[src/rtl/wb_ram_arbiter_n_pkg.sv]
// Shared types and helpers for the N-master Wishbone RAM arbiter.
// Holds the FSM state encoding and counter widths.
package wb_ram_arbiter_n_pkg;

    typedef enum logic {
        IDLE = 1'b0,
        BUSY = 1'b1
    } arb_state_e;

    // burst counter covers MAX_BURST up to 15
    typedef logic [3:0] bcnt_t;

    // watchdog counter
    typedef logic [7:0] wdog_t;

    // width of a master index, never below one bit
    function automatic int idx_w(input int n);
        return (n > 1) ? $clog2(n) : 1;
    endfunction

endpackage

[src/rtl/wb_ram_arbiter_n_picker.sv]
// Combinational round-robin priority encoder.
// Scans last+1, last+2, ... (mod N) and reports the first requester.
module wb_rr_picker #(
    parameter int N  = 2,
    parameter int IW = 1
) (
    input  logic [N-1:0]  req,
    input  logic [IW-1:0] last,
    output logic [N-1:0]  gnt,
    output logic [IW-1:0] idx,
    output logic          any
);

    logic [IW:0] pos;

    // rotate the search start to just past the previous winner
    always_comb begin
        gnt = '0;
        idx = '0;
        any = 1'b0;
        pos = '0;
        for (int k = 1; k <= N; k++) begin
            pos = {1'b0, last} + (IW+1)'(k);
            if (pos >= (IW+1)'(N)) begin
                pos = pos - (IW+1)'(N);
            end
            if (!any && req[pos[IW-1:0]]) begin
                any = 1'b1;
                idx = pos[IW-1:0];
                gnt[pos[IW-1:0]] = 1'b1;
            end
        end
    end

endmodule

[src/rtl/wb_ram_arbiter_n.sv]
// N-master Wishbone B4 classic arbiter in front of the shared user RAM.
// Define WB_ARB_TIMEOUT_EN to add the slave-ack watchdog.
module wb_ram_arbiter_n
    import wb_ram_arbiter_n_pkg::*;
#(
    parameter int N_MST     = 2,
    parameter int AW        = 32,
    parameter int DW        = 32,
    parameter int MAX_BURST = 4,
    parameter int TIMEOUT   = 64
) (
    input  logic                    wb_clk_i,
    input  logic                    wb_rst_i,
    input  logic [N_MST-1:0]        m_stb_i,
    input  logic [N_MST-1:0]        m_cyc_i,
    input  logic [N_MST-1:0]        m_we_i,
    input  logic [N_MST*DW/8-1:0]   m_sel_i,
    input  logic [N_MST*DW-1:0]     m_dat_i,
    input  logic [N_MST*AW-1:0]     m_adr_i,
    output logic [N_MST-1:0]        m_ack_o,
    output logic [N_MST-1:0]        m_err_o,
    output logic [DW-1:0]           m_dat_o,
    output logic                    s_stb_o,
    output logic                    s_cyc_o,
    output logic                    s_we_o,
    output logic [DW/8-1:0]         s_sel_o,
    output logic [DW-1:0]           s_dat_o,
    output logic [AW-1:0]           s_adr_o,
    input  logic                    s_ack_i,
    input  logic [DW-1:0]           s_dat_i,
    output logic [N_MST-1:0]        gnt_o
);

    localparam int SW = DW / 8;
    localparam int IW = idx_w(N_MST);

    arb_state_e      state_q, state_d;
    logic [IW-1:0]   owner_q, owner_d;
    logic [IW-1:0]   last_q, last_d;
    bcnt_t           bcnt_q, bcnt_d;

    logic [N_MST-1:0] req;
    logic [N_MST-1:0] pk_gnt;
    logic [IW-1:0]    pk_idx;
    logic             pk_any;
    logic [N_MST-1:0] owner_oh;
    logic             other_req;
    logic [IW-1:0]    sel_idx;
    logic             sel_vld;
    logic             tmo;

    assign req       = m_stb_i & m_cyc_i;
    assign owner_oh  = N_MST'(1) << owner_q;
    assign other_req = |(req & ~owner_oh);

    wb_rr_picker #(
        .N  (N_MST),
        .IW (IW)
    ) u_picker (
        .req  (req),
        .last (last_q),
        .gnt  (pk_gnt),
        .idx  (pk_idx),
        .any  (pk_any)
    );

`ifdef WB_ARB_TIMEOUT_EN
    wdog_t wdog_q, wdog_d;

    // count owner strobe cycles left unacked; fire once at the limit
    always_comb begin
        wdog_d = wdog_q;
        tmo    = 1'b0;
        if (state_q == IDLE || s_ack_i || !m_cyc_i[owner_q]) begin
            wdog_d = '0;
        end else if (m_stb_i[owner_q]) begin
            if (wdog_q == wdog_t'(TIMEOUT - 1)) begin
                tmo    = 1'b1;
                wdog_d = '0;
            end else begin
                wdog_d = wdog_q + wdog_t'(1);
            end
        end
    end

    // watchdog register
    always_ff @(posedge wb_clk_i or posedge wb_rst_i) begin
        if (wb_rst_i) begin
            wdog_q <= '0;
        end else begin
            wdog_q <= wdog_d;
        end
    end
`else
    assign tmo = 1'b0;
`endif

    // ownership FSM: zero-latency grant in IDLE, burst-limited hold in BUSY
    always_comb begin
        state_d = state_q;
        owner_d = owner_q;
        last_d  = last_q;
        bcnt_d  = bcnt_q;
        sel_idx = owner_q;
        sel_vld = 1'b0;
        unique case (state_q)
            IDLE: begin
                if (pk_any) begin
                    sel_idx = pk_idx;
                    sel_vld = 1'b1;
                    state_d = BUSY;
                    owner_d = pk_idx;
                    last_d  = pk_idx;
                    bcnt_d  = s_ack_i ? bcnt_t'(1) : '0;
                end
            end
            BUSY: begin
                sel_vld = 1'b1;
                if (!m_cyc_i[owner_q] || tmo) begin
                    state_d = IDLE;
                end else if (s_ack_i) begin
                    if (bcnt_q + bcnt_t'(1) >= bcnt_t'(MAX_BURST)) begin
                        bcnt_d = '0;
                        if (other_req) begin
                            state_d = IDLE;
                        end
                    end else begin
                        bcnt_d = bcnt_q + bcnt_t'(1);
                    end
                end
            end
            default: state_d = IDLE;
        endcase
    end

    // state registers; master 0 wins first after reset
    always_ff @(posedge wb_clk_i or posedge wb_rst_i) begin
        if (wb_rst_i) begin
            state_q <= IDLE;
            owner_q <= '0;
            last_q  <= IW'(N_MST - 1);
            bcnt_q  <= '0;
        end else begin
            state_q <= state_d;
            owner_q <= owner_d;
            last_q  <= last_d;
            bcnt_q  <= bcnt_d;
        end
    end

    // bus muxes; reset forces every output low at once
    always_comb begin
        s_cyc_o = 1'b0;
        s_stb_o = 1'b0;
        s_we_o  = 1'b0;
        s_sel_o = '0;
        s_dat_o = '0;
        s_adr_o = '0;
        m_ack_o = '0;
        m_err_o = '0;
        m_dat_o = '0;
        gnt_o   = '0;
        if (!wb_rst_i) begin
            m_dat_o = s_dat_i;
            if (sel_vld) begin
                s_cyc_o = m_cyc_i[sel_idx];
                s_stb_o = m_stb_i[sel_idx];
                s_we_o  = m_we_i[sel_idx];
                s_sel_o = m_sel_i[sel_idx*SW +: SW];
                s_dat_o = m_dat_i[sel_idx*DW +: DW];
                s_adr_o = m_adr_i[sel_idx*AW +: AW];
                m_ack_o[sel_idx] = s_ack_i;
                gnt_o   = (state_q == IDLE) ? pk_gnt : owner_oh;
                m_err_o = tmo ? owner_oh : '0;
            end
        end
    end

endmodule
[config.mk]
export PLATFORM = sky130hd
export DESIGN_NAME = wb_ram_arbiter_n
export DESIGN_NICKNAME = d
export VERILOG_FILES = /design/src/rtl/wb_ram_arbiter_n_pkg.sv /design/src/rtl/wb_ram_arbiter_n_picker.sv /design/src/rtl/wb_ram_arbiter_n.sv
export SDC_FILE = /design/constraint.sdc
export NUM_CORES = 1
export LEC_CHECK = 0
export ABC_AREA = 0
export BUFFER_PORTS_ARGS = -buffer_cell sky130_fd_sc_hd__buf_4
export CAP_MARGIN = 30
export CORE_AREA = 2 2 109 111
export DETAILED_ROUTE_END_ITERATION = 6
export DIE_AREA = 0 0 111 113
export GPL_TIMING_DRIVEN = 0
export MAX_ROUTING_LAYER = met4
export PLACE_DENSITY_LB_ADDON = 0.08
export SYNTH_ARGS = -nofsm -noshare
export SYNTH_HDL_FRONTEND = slang
export SYNTH_SLANG_ARGS = --single-unit
[constraint.sdc]
create_clock -name wb_clk_i -period 4.2 [get_ports wb_clk_i]
set_input_delay 0.84 -clock wb_clk_i [delete_from_list [all_inputs] [get_ports wb_clk_i]]
set_output_delay 0.84 -clock wb_clk_i [all_outputs]
set_load 0.02 [all_outputs]
==> flow_summary_export.csv, run 1 <==
group,metric,value,unit
route,antenna_left,0,
clock_network,cts.sinks,7,
die,dieWidth,111,um
clock_network,h-tree-depth,1,
timing,setup_violations,0,
clock_network,cts-hold-fix-buffers,0,
timing,maxSlewViolCount,0,
grt,grt_pass1_vias,3635,
route,route.detailed.drc,0,
timing,relSlewSlack,53.9,%
finish,syn_to_final_growth,123,%
die,die_y,113,um
pwr,power.share.clock,9.8,%
synth,synth_top_area_share,23.0,%
synth,synth_xor_area_share,0,%
worst_setup_path,cp.required,3.36,ns
placement,dpl_cell_area,0.00423,mm2
die,start_util,17.1,%
worst_setup_path,crit_chain,"buf_4, nand2_1, a311o_1, clkbuf_1, clkbuf_1, nand4_1, o21ai_1, buf_4",
timing,fin_crit_sh,81.1,%
pwr,power_density,388,mW/mm2
flow_run,drv_cap,0,
die,die-area,0.0125,mm2
clock_network,clk_latency,0.23,ns
synth,yosys.cell_types.count,35,
min_path,hp-class,"flop to flop",
timing,finalHoldViolations,0,
clock_network,post_cts_buffers,0,
route,routed-via-count,3722,
grt,grt_overflow,0,
worst_setup_path,critPathMaxFanout,10,
timing,skew,0.00187,ns
die,rows,39,
worst_setup_path,max_stage_delay,0.46,ns
worst_setup_path,worstSetupStartpointType,"input pin",
pwr,power_frac_seq,6.5,%
pwr,finalPower,0.00167,W
timing,fin_setup_tns,0,ns
pwr,p_sw_share,54.1,%
worst_setup_path,critical-path-top-delay-family,"buffers and inverters",
worst_setup_path,cp.arrival,2.56,ns
clock_network,numCtsBuffers,3,
route,via_per_inst,4.82,
worst_setup_path,critPathBufInv,4,
worst_setup_path,critPathKind,"input pin to primary output",
synth,synth_area,0.00193,mm2
synth,yosysWarnings,0,
synth,synth_compound_area_share,25.1,%
route,firstDrtPassIters,4,
clock_network,cts_repair_resize_count,0,
route,wirelength,11900,um
worst_setup_path,slowest_stage,"clkbuf_1",
synth,synth_top_family_by_area,"simple AND/OR/NAND/NOR gates",
grt,antenna_found_initial,0,
synth,avgSynthCellArea,5.65,um2
synth,synth_top_cells_by_area,"nand4_1 23%, nand2_1 15%, o21ai_0 13%",
grt,grt_pass1_wl,17700,um
pwr,pwr-share-comb,83.7,%
die,num_io_pins,286,
synth,ys_ff_latch,7,
finish,antenna_cells,0,
synth,synth_top_cell_by_area,"nand4_1",
run_status,status,"completed",
route,drtIter0Drc,124,
finish,final_nets,808,
clock_network,cts_buffer_depth,2,
synth,synthMuxAreaShare,0.518,%
die,core,0.0113,mm2
synth,yosys.area_share.simple,53.1,%
grt,grtUsageTotal,17.6,%
placement,place.gp.congestion,0.829,
pwr,p_int,0.000767,W
timing,fin_crit,3.40,ns
clock_network,clock-root-buffer,"clkbuf_16",
finish,drive_gt1_share,49.8,%
clock_network,path_clk_slew,0.04,ns
timing,rsz0062_at_grt,"no",
pwr,p_leak,2.13,nW
timing,worstMarginPinSlew,0.687,ns
pwr,vdd_drop_max,173,uV
placement,dpl.hpwl,9850,um
clock_network,tritoncts,"done",
pwr,p_switching,0.000903,W
route,wl_per_cell,15.4,um
synth,synthCells,342,
worst_setup_path,cp-end-kind,"primary output",
placement,io_buffers,282,
timing,hold_ws,0.488,ns
synth,synth_fa_ha_area_share,0.648,%
timing,fmax,0.294,GHz
finish,fin_area,0.00431,mm2
grt,grt_max_degree,11,
synth,ys_seq_area_share,9.14,%
[kinds of logic after synthesis]
| family | after synthesis |
|---|---|
| buf+inv | 48 |
| flops | 7 |
| fa+ha+maj | 1 |
| simple gates | 198 |
| other cells | 1 |
| mux | 1 |
| compound gates | 86 |
[layer usage]
metal / track usage, % / vias to the layer above / wire length, um
met5: - / - / 0
met4: 3.58 / 0 / 238
met3: 3.32 / 21 / 905
met2: 33.5 / 193 / 6270
met1: 19.1 / 1702 / 4490
li1: - / 1806 / -
[flip-flops by register name (all words and copies together), names as in the netlist]
name,cells
bcnt_q,4
owner_q,1
state_q,1
last_q,1
[cells in the final DEF (no fill, tap or decap)]
| cell type | Yosys | final |
|---|---|---|
| buf_4 | 3 | 285 |
| nand2_1 | 78 | 78 |
| nand4_1 | 71 | 71 |
| o21ai_0 | 49 | 49 |
| nor2b_1 | 32 | 32 |
| o21ai_1 | 24 | 24 |
| clkbuf_1 | 21 | 22 |
| buf_2 | 15 | 15 |
| nor2_1 | 6 | 6 |
| clkbuf_2 | 6 | 6 |
| dfrtp_1 | 6 | 6 |
| nor3_1 | 3 | 3 |
| inv_1 | 3 | 3 |
| clkbuf_16 | 0 | 3 |
| a21oi_1 | 2 | 2 |
| nand3_1 | 2 | 2 |
| and2_1 | 2 | 2 |
| conb_1 | 1 | 2 |
| a311o_1 | 1 | 1 |
| a22oi_2 | 1 | 1 |
| or2_1 | 1 | 1 |
| mux2i_1 | 1 | 1 |
| a21boi_0 | 1 | 1 |
| and3b_1 | 1 | 1 |
| o21a_1 | 1 | 1 |
| a32o_1 | 1 | 1 |
| a311oi_1 | 1 | 1 |
| a21oi_4 | 1 | 1 |
| a21oi_2 | 1 | 1 |
| nand2b_1 | 1 | 1 |
| o2111ai_1 | 1 | 1 |
| o32a_1 | 1 | 1 |
| and3_1 | 1 | 1 |
| a221o_1 | 1 | 1 |
| ha_1 | 1 | 1 |
| dfstp_2 | 1 | 1 |
[power groups by stage]
stage | registers, W | clock network, W | logic [W]
global route | 0.000111 | 0.000171 | 0.00151
floorplan | 0.000104 | 0 | 0.000799
finish | 0.000109 | 0.000164 | 0.00140
global placement | 0.000108 | 0 | 0.00141
CTS | 0.000108 | 0.000164 | 0.00141
detailed placement | 0.000108 | 0 | 0.00141
[through the flow]
stage                     setup WS [ns]  utilization [%]  cells
after floorplan                    1.27                -    343
after global placement            0.751             37.5    768
after detailed placement          0.771             37.5    768
after CTS                         0.766             38.2    772
after global routing              0.660             38.2    772
final                             0.795             38.2    772
[cells in the mapped netlist, drive strengths merged]
cell / instances
nand3: 2
nor2: 6
clkbuf: 27
a22oi: 1
ha: 1
inv: 3
o2111ai: 1
a21oi: 4
a311o: 1
mux2i: 1
o32a: 1
dfstp: 1
and3b: 1
dfrtp: 6
a21boi: 1
o21a: 1
a221o: 1
nand2: 78
nor3: 3
buf: 18
and2: 2
nand2b: 1
or2: 1
and3: 1
nand4: 71
a311oi: 1
conb: 1
o21ai: 73
nor2b: 32
a32o: 1
[cell type report]
type                            count  area (um2)
Buffer                             45         206
Clock buffer                        4        78.8
Fill cell                        1263        6960
Inverter                            3        11.3
Multi-Input combinational cell    288        1540
Sequential cell                     7         176
Tap cell                          143         179
Timing Repair Buffer              282        2120
[worst register-to-register path: cells and delay by family (launching register included)]
family | cells | cell delay, ns
AO/OA/AOI/OAI | 1 | 0.15
AND/OR/NAND/NOR | 1 | 0.11
buffers and inverters | 2 | 0.90
flip-flops | 1 | 0.55
[final timing paths]
| check | to | depth (start not counted) | from | slack (ns) |
|---|---|---|---|---|
| max | s_dat_o[28] | 8 | m_stb_i[1] | 0.80 |
| min | last_q | 2 | last_q | 0.49 |
| max reg2reg | last_q | 4 | last_q | 2.39 |
| min reg2reg | last_q | 2 | last_q | 0.49 |
| max in group asynchronous | last_q | 3 | wb_rst_i | 2.92 |
| min in group asynchronous | bcnt_q[0] | 3 | wb_rst_i | 1.01 |
(Power assumes the default switching activity.)
==> run 2, diff against run 1 <==
Settings changed: ABC_AREA 0 to 1, CORE_AREA 2 2 109 111 to 2 2 112 114, DIE_AREA 0 0 111 113 to 0 0 114 116.
Clock period 4.2 ns to 2.76 ns, I/O delays scaled along.
==> run 2 against run 1 <==
  * Power grew 88%
  * Design area up 9.4%
  * Wire length down 4.3%
  * Largest cell class unchanged
  * Worst hold slack lost 0.14 ns
  * Die area grew 5.4%
  * Sequential power up 61%
  * Clock power rose by 54%
  * Final cell count increased by 24%
==> flow_summary_export.csv, run 2 <==
group,metric,value,unit
clock_network,h-tree-depth,1,
clock_network,tritoncts,"done",
clock_network,cts-hold-fix-buffers,0,
worst_setup_path,critPathMaxFanout,10,
route,routed-via-count,3902,
worst_setup_path,crit-reg2reg-capture,"owner_q",
die,die-area,0.0132,mm2
worst_setup_path,critPathKind,"input pin to primary output",
route,antenna_left,0,
synth,ys_ff_latch,7,
worst_setup_path,rr_startpoint,"state_q",
die,num_io_pins,286,
clock_network,clk_latency,0.23,ns
placement,dpl_cell_area,0.00464,mm2
synth,synth_area,0.00233,mm2
grt,grtUsageTotal,16.6,%
timing,finalHoldViolations,0,
clock_network,cts.sinks,7,
die,start_util,19.6,%
clock_network,numCtsBuffers,3,
clock_network,cts_buffer_depth,2,
grt,antenna_found_initial,0,
synth,yosys.cell_types.count,20,
timing,fin_setup_tns,0,ns
route,drtIter0Drc,216,
finish,fin_area,0.00471,mm2
timing,rsz0062_at_grt,"no",
synth,synth_top_cells_by_area,"nor2_1 29%, inv_1 17%, nand3_1 17%",
route,route.detailed.drc,0,
finish,largest_reg_flops,4,
grt,grt_max_degree,11,
die,core,0.0119,mm2
synth,synth_top_cell_by_area,"nor2_1",
finish,syn_to_final_growth,102,%
placement,dpl.hpwl,9500,um
route,via_per_inst,4.09,
pwr,p_leak,3.07,nW
grt,grt_pass1_wl,17500,um
finish,largest-register,"bcnt_q",
synth,ys_seq_area_share,7.57,%
die,rows,40,
synth,yosysWarnings,0,
finish,layout_commonest_cell,"buf_4",
finish,drive_gt1_share,39.6,%
pwr,vdd_drop_max,284,uV
timing,fin_crit_sh,90.1,%
synth,avgSynthCellArea,4.47,um2
route,wl_per_cell,11.9,um
flow_run,drv_cap,0,
die,die_y,116,um
placement,io_buffers,282,
route,wirelength,11400,um
timing,fin_crit,2.49,ns
finish,antenna_cells,0,
synth,yosysMostFrequentCell,"nor2_1",
worst_setup_path,rrSetupSlack,1.47,ns
worst_setup_path,cp-end-kind,"primary output",
finish,final_nets,987,
timing,maxSlewViolCount,0,
synth,yosys_most_used_dff,"dfrtp_1",
synth,synth_commonest_cells,"178 x nor2_1, 106 x inv_1, 97 x nand2_1",
clock_network,path_clk_slew,0.04,ns
finish,final_cell_mix,"284 x buf_4, 178 x nor2_1, 105 x inv_1, 97 x nand2_1, 78 x nand3_1",
timing,skew,0.000519,ns
placement,place.gp.congestion,0.807,
synth,synth_edf_count,0,
run_status,status,"completed",
min_path,hp-class,"input pin to asynchronous set/reset pin",
die,dieWidth,114,um
grt,grt_overflow,0,
synth,synthCells,521,
clock_network,clock-root-buffer,"clkbuf_16",
worst_setup_path,ff2ff_path_depth,7,
timing,setup_violations,0,
grt,grt_pass1_vias,3578,
synth,synth_top_area_share,28.7,%
timing,fmax,0.402,GHz
worst_setup_path,cp.required,2.21,ns
worst_setup_path,cp.arrival,1.94,ns
worst_setup_path,worstSetupStartpointType,"input pin",
route,firstDrtPassIters,4,
pwr,power_density,665,mW/mm2
synth,ys_async_sr_fraction,100,%
## run 2: cell families (layout without fill, tap and decap cells)
family | Yosys count | count (layout) | share of synthesized area (%)
other cells | 1 | 2 | 0.161
compound gates | 7 | 7 | 1.56
fa+ha+maj | 1 | 1 | 0.537
flops | 7 | 7 | 7.57
simple gates | 359 | 359 | 63.1
xor+xnor | 1 | 1 | 0.376
buf+inv | 145 | 431 | 26.7
## run 2: worst max-delay path by stage
stage | start | endpoint | slack [ns] | cells after the start
after floorplan | wb_rst_i | s_adr_o[0] | 0.57 | 7
after CTS | wb_rst_i | s_adr_o[24] | 0.11 | 8
after global routing | state_q | s_adr_o[0] | 0.06 | 7
after detailed placement | wb_rst_i | s_adr_o[24] | 0.11 | 8
after global placement | wb_rst_i | s_adr_o[24] | 0.14 | 8
final | m_stb_i[1] | s_adr_o[24] | 0.27 | 10
## run 2: worst max-delay path: stages
cell and delay, ns:
buf_4 0.12, nand2_2 0.10, nor2_1 0.05, nor2_1 0.12, nand2_1 0.25, buf_2 0.28, nand3_1 0.08, nand2_1 0.06
nor2_1 0.15, buf_4 0.17
## run 2: cell type report
cell class	count	area, um2
buffer	35	210
clock buffer	4	78.8
fill	1373	7200
inverter	110	413
multi-input combinational	370	1540
sequential	7	176
tap	147	184
timing repair buffer	282	2120
## run 2: where the power goes
part	total (W)	internal (W)	leakage (nW)	switching, W
registers	0.000175	0.000142	0.0881	0.0000328
clock network	0.000253	0.000193	0.0382	0.0000604
logic	0.00271	0.00108	2.94	0.00162
## run 2: metrics by stage
step	cells	worst slack [ns]	hold WS (ns)	utilization [%]	power [W]
after floorplan	522	0.572	0.454	-	0.00188
after global placement	951	0.141	0.466	38.9	0.00290
after detailed placement	951	0.111	0.472	38.9	0.00292
after CTS	955	0.109	0.427	39.6	0.00319
after global routing	955	0.0630	0.417	39.6	0.00349
final	955	0.273	0.352	39.6	0.00313
## run 2: repair_timing
item,in CTS,in global routing
setup buffers,0,0
gates resized for setup,0,1
endpoints found under the setup margin,0,2
## run 2: routing by layer
layer / track usage [%] / wire length, um / share of wire [%]
met1: 19.6 / 4530 / 40
met2: 30.6 / 5850 / 51
met3: 1.78 / 781 / 6.9
met4: 3.41 / 226 / 2.0
met5: - / 0 / 0
==> run 3, diff against run 2 <==
Settings changed: BUFFER_PORTS_ARGS -buffer_cell sky130_fd_sc_hd__buf_4 to -buffer_cell sky130_fd_sc_hd__buf_2.
==> run 3 against run 2 <==
  * Fmax rose by 0.93%
  * First-iteration DRC count shrank 11%
  * Flip-flop and latch count did not move
  * Worst hold slack improved by 0.0024 ns
  * Combinational power decreased by 10%
  * Largest cell class unchanged
  * Wire length is 5.4% lower
  * Largest power group unchanged
  * Non-clock buffer count did not move
  * Via count fell by 0.33%
==> flow_summary_export.csv, run 3 (synthesis results as in run 2) <==
group,metric,value,unit
flow_run,drv_cap,0,
worst_setup_path,rrSetupSlack,1.47,ns
finish,final_cell_mix,"297 x buf_2, 178 x nor2_1, 105 x inv_1, 97 x nand2_1, 78 x nand3_1",
worst_setup_path,cp.required,2.21,ns
clock_network,h-tree-depth,1,
finish,final_nets,987,
grt,grt_pass1_wl,16200,um
placement,io_buffers,282,
clock_network,clk_latency,0.24,ns
grt,grt_max_degree,11,
finish,fillCellCount,1407,
worst_setup_path,worstSetupStartpointType,"input pin",
timing,fmax,0.406,GHz
die,num_io_pins,286,
clock_network,post_cts_buffers,0,
clock_network,clock-root-buffer,"clkbuf_16",
timing,skew,0.000607,ns
finish,largest_reg_flops,4,
worst_setup_path,crit_end,"s_adr_o[24]",
timing,maxSlewViolCount,0,
placement,dpl.hpwl,9130,um
route,antenna_left,0,
clock_network,numCtsBuffers,3,
min_path,hp-class,"input pin to asynchronous set/reset pin",
die,die-area,0.0132,mm2
pwr,vdd_drop_max,200,uV
run_status,status,"completed",
grt,grtUsageTotal,15.5,%
die,die_y,116,um
placement,dp_worst_setup_slack,0.104,ns
route,wl_per_cell,11.3,um
clock_network,cts.sinks,7,
finish,drive_gt1_share,39.6,%
worst_setup_path,rr_startpoint,"state_q",
timing,setup_ws,0.296,ns
worst_setup_path,ff2ff_path_depth,7,
pwr,p_leak,2.89,nW
worst_setup_path,cp.arrival,1.91,ns
finish,syn_to_final_growth,72.0,%
finish,layout_commonest_cell,"buf_2",
route,drtIter0Drc,193,
timing,setup_violations,0,
route,route.detailed.drc,0,
worst_setup_path,crit-reg2reg-capture,"owner_q",
grt,antenna_found_initial,0,
die,start_util,19.6,%
route,routed-via-count,3889,
die,core,0.0119,mm2
pwr,finalPower,0.00287,W
die,dieWidth,114,um
route,wirelength,10800,um
finish,largest-register,"bcnt_q",
pwr,power_density,715,mW/mm2
finish,antenna_cells,0,
timing,rsz0062_at_grt,"no",
worst_setup_path,cp-end-kind,"primary output",
clock_network,tritoncts,"done",
worst_setup_path,startpoint,"m_stb_i[1]",
timing,finalHoldViolations,0,
worst_setup_path,critPathKind,"input pin to primary output",
placement,place.gp.congestion,0.849,
die,rows,40,
clock_network,path_clk_slew,0.04,ns
timing,fin_crit,2.46,ns
timing,fin_setup_tns,0,ns
grt,grt_overflow,0,
route,via_per_inst,4.07,
route,firstDrtPassIters,4,
worst_setup_path,critPathMaxFanout,10,
timing,fin_crit_sh,89.3,%
grt,grt_pass1_vias,3476,
clock_network,cts-hold-fix-buffers,0,
clock_network,cts_buffer_depth,2,
## run 3: cell count changes in the layout (fill, tap and decap cells not counted)
cell	delta
buf_4	-282
buf_2	+282
## run 3: timing repair
item                                   in CTS  in global routing
setup endpoints to repair                   0                  5
endpoints found under the hold margin       0                  0
gates resized for setup                     0                  1
## run 3: worst max-delay path, cell delays in order
cell and delay, ns:
buf_2 0.12, nand2_2 0.10, nor2_1 0.05, nor2_1 0.12
nand2_1 0.23, buf_2 0.26, nand3_1 0.08, nand2_1 0.06
nor2_1 0.15, buf_2 0.19
## run 3: worst min-delay path by stage
stage | start | to | cells past startpoint
after global routing | wb_rst_i | bcnt_q[3] | 2
after floorplan | last_q | last_q | 2
after global placement | last_q | last_q | 2
after detailed placement | last_q | last_q | 2
final | wb_rst_i | bcnt_q[3] | 2
after CTS | wb_rst_i | bcnt_q[0] | 2
## run 3: power breakdown
| part | total [W] | internal [W] | switching [W] |
|---|---|---|---|
| sequential | 0.000175 | 0.000142 | 0.0000330 |
| combinational | 0.00244 | 0.000840 | 0.00160 |
| clock | 0.000254 | 0.000193 | 0.0000616 |
## run 3: per-stage QoR
stage                     util, %  cell area, um2  hold WS [ns]  instances
after floorplan                 -            2330         0.454        522
after global placement       33.0            3930         0.469        951
after detailed placement     33.0            3930         0.469        951
after CTS                    33.7            4010         0.424        955
after global routing         33.7            4010         0.413        955
final                        33.7            4010         0.354        955
## run 3: area by class of cell
type                            count  area (um2)  share of cell area (%)
Sequential cell                     7         176                    4.40
Inverter                          110         413                    10.3
Buffer                             35         210                    5.24
Clock buffer                        4        78.8                    1.97
Timing Repair Buffer              282        1410                    35.2
Tap cell                          147         184                    4.59
Multi-Input combinational cell    370        1540                    38.3
## run 3: per-layer routing
metal | track usage [%] | share of wire, % | vias to the layer above
li1 | - | - | 2087
met1 | 17.3 | 40 | 1638
met2 | 29.6 | 52 | 158
met3 | 2.25 | 7.2 | 6
met4 | 2.20 | 0.53 | 0
met5 | - | 0 | -
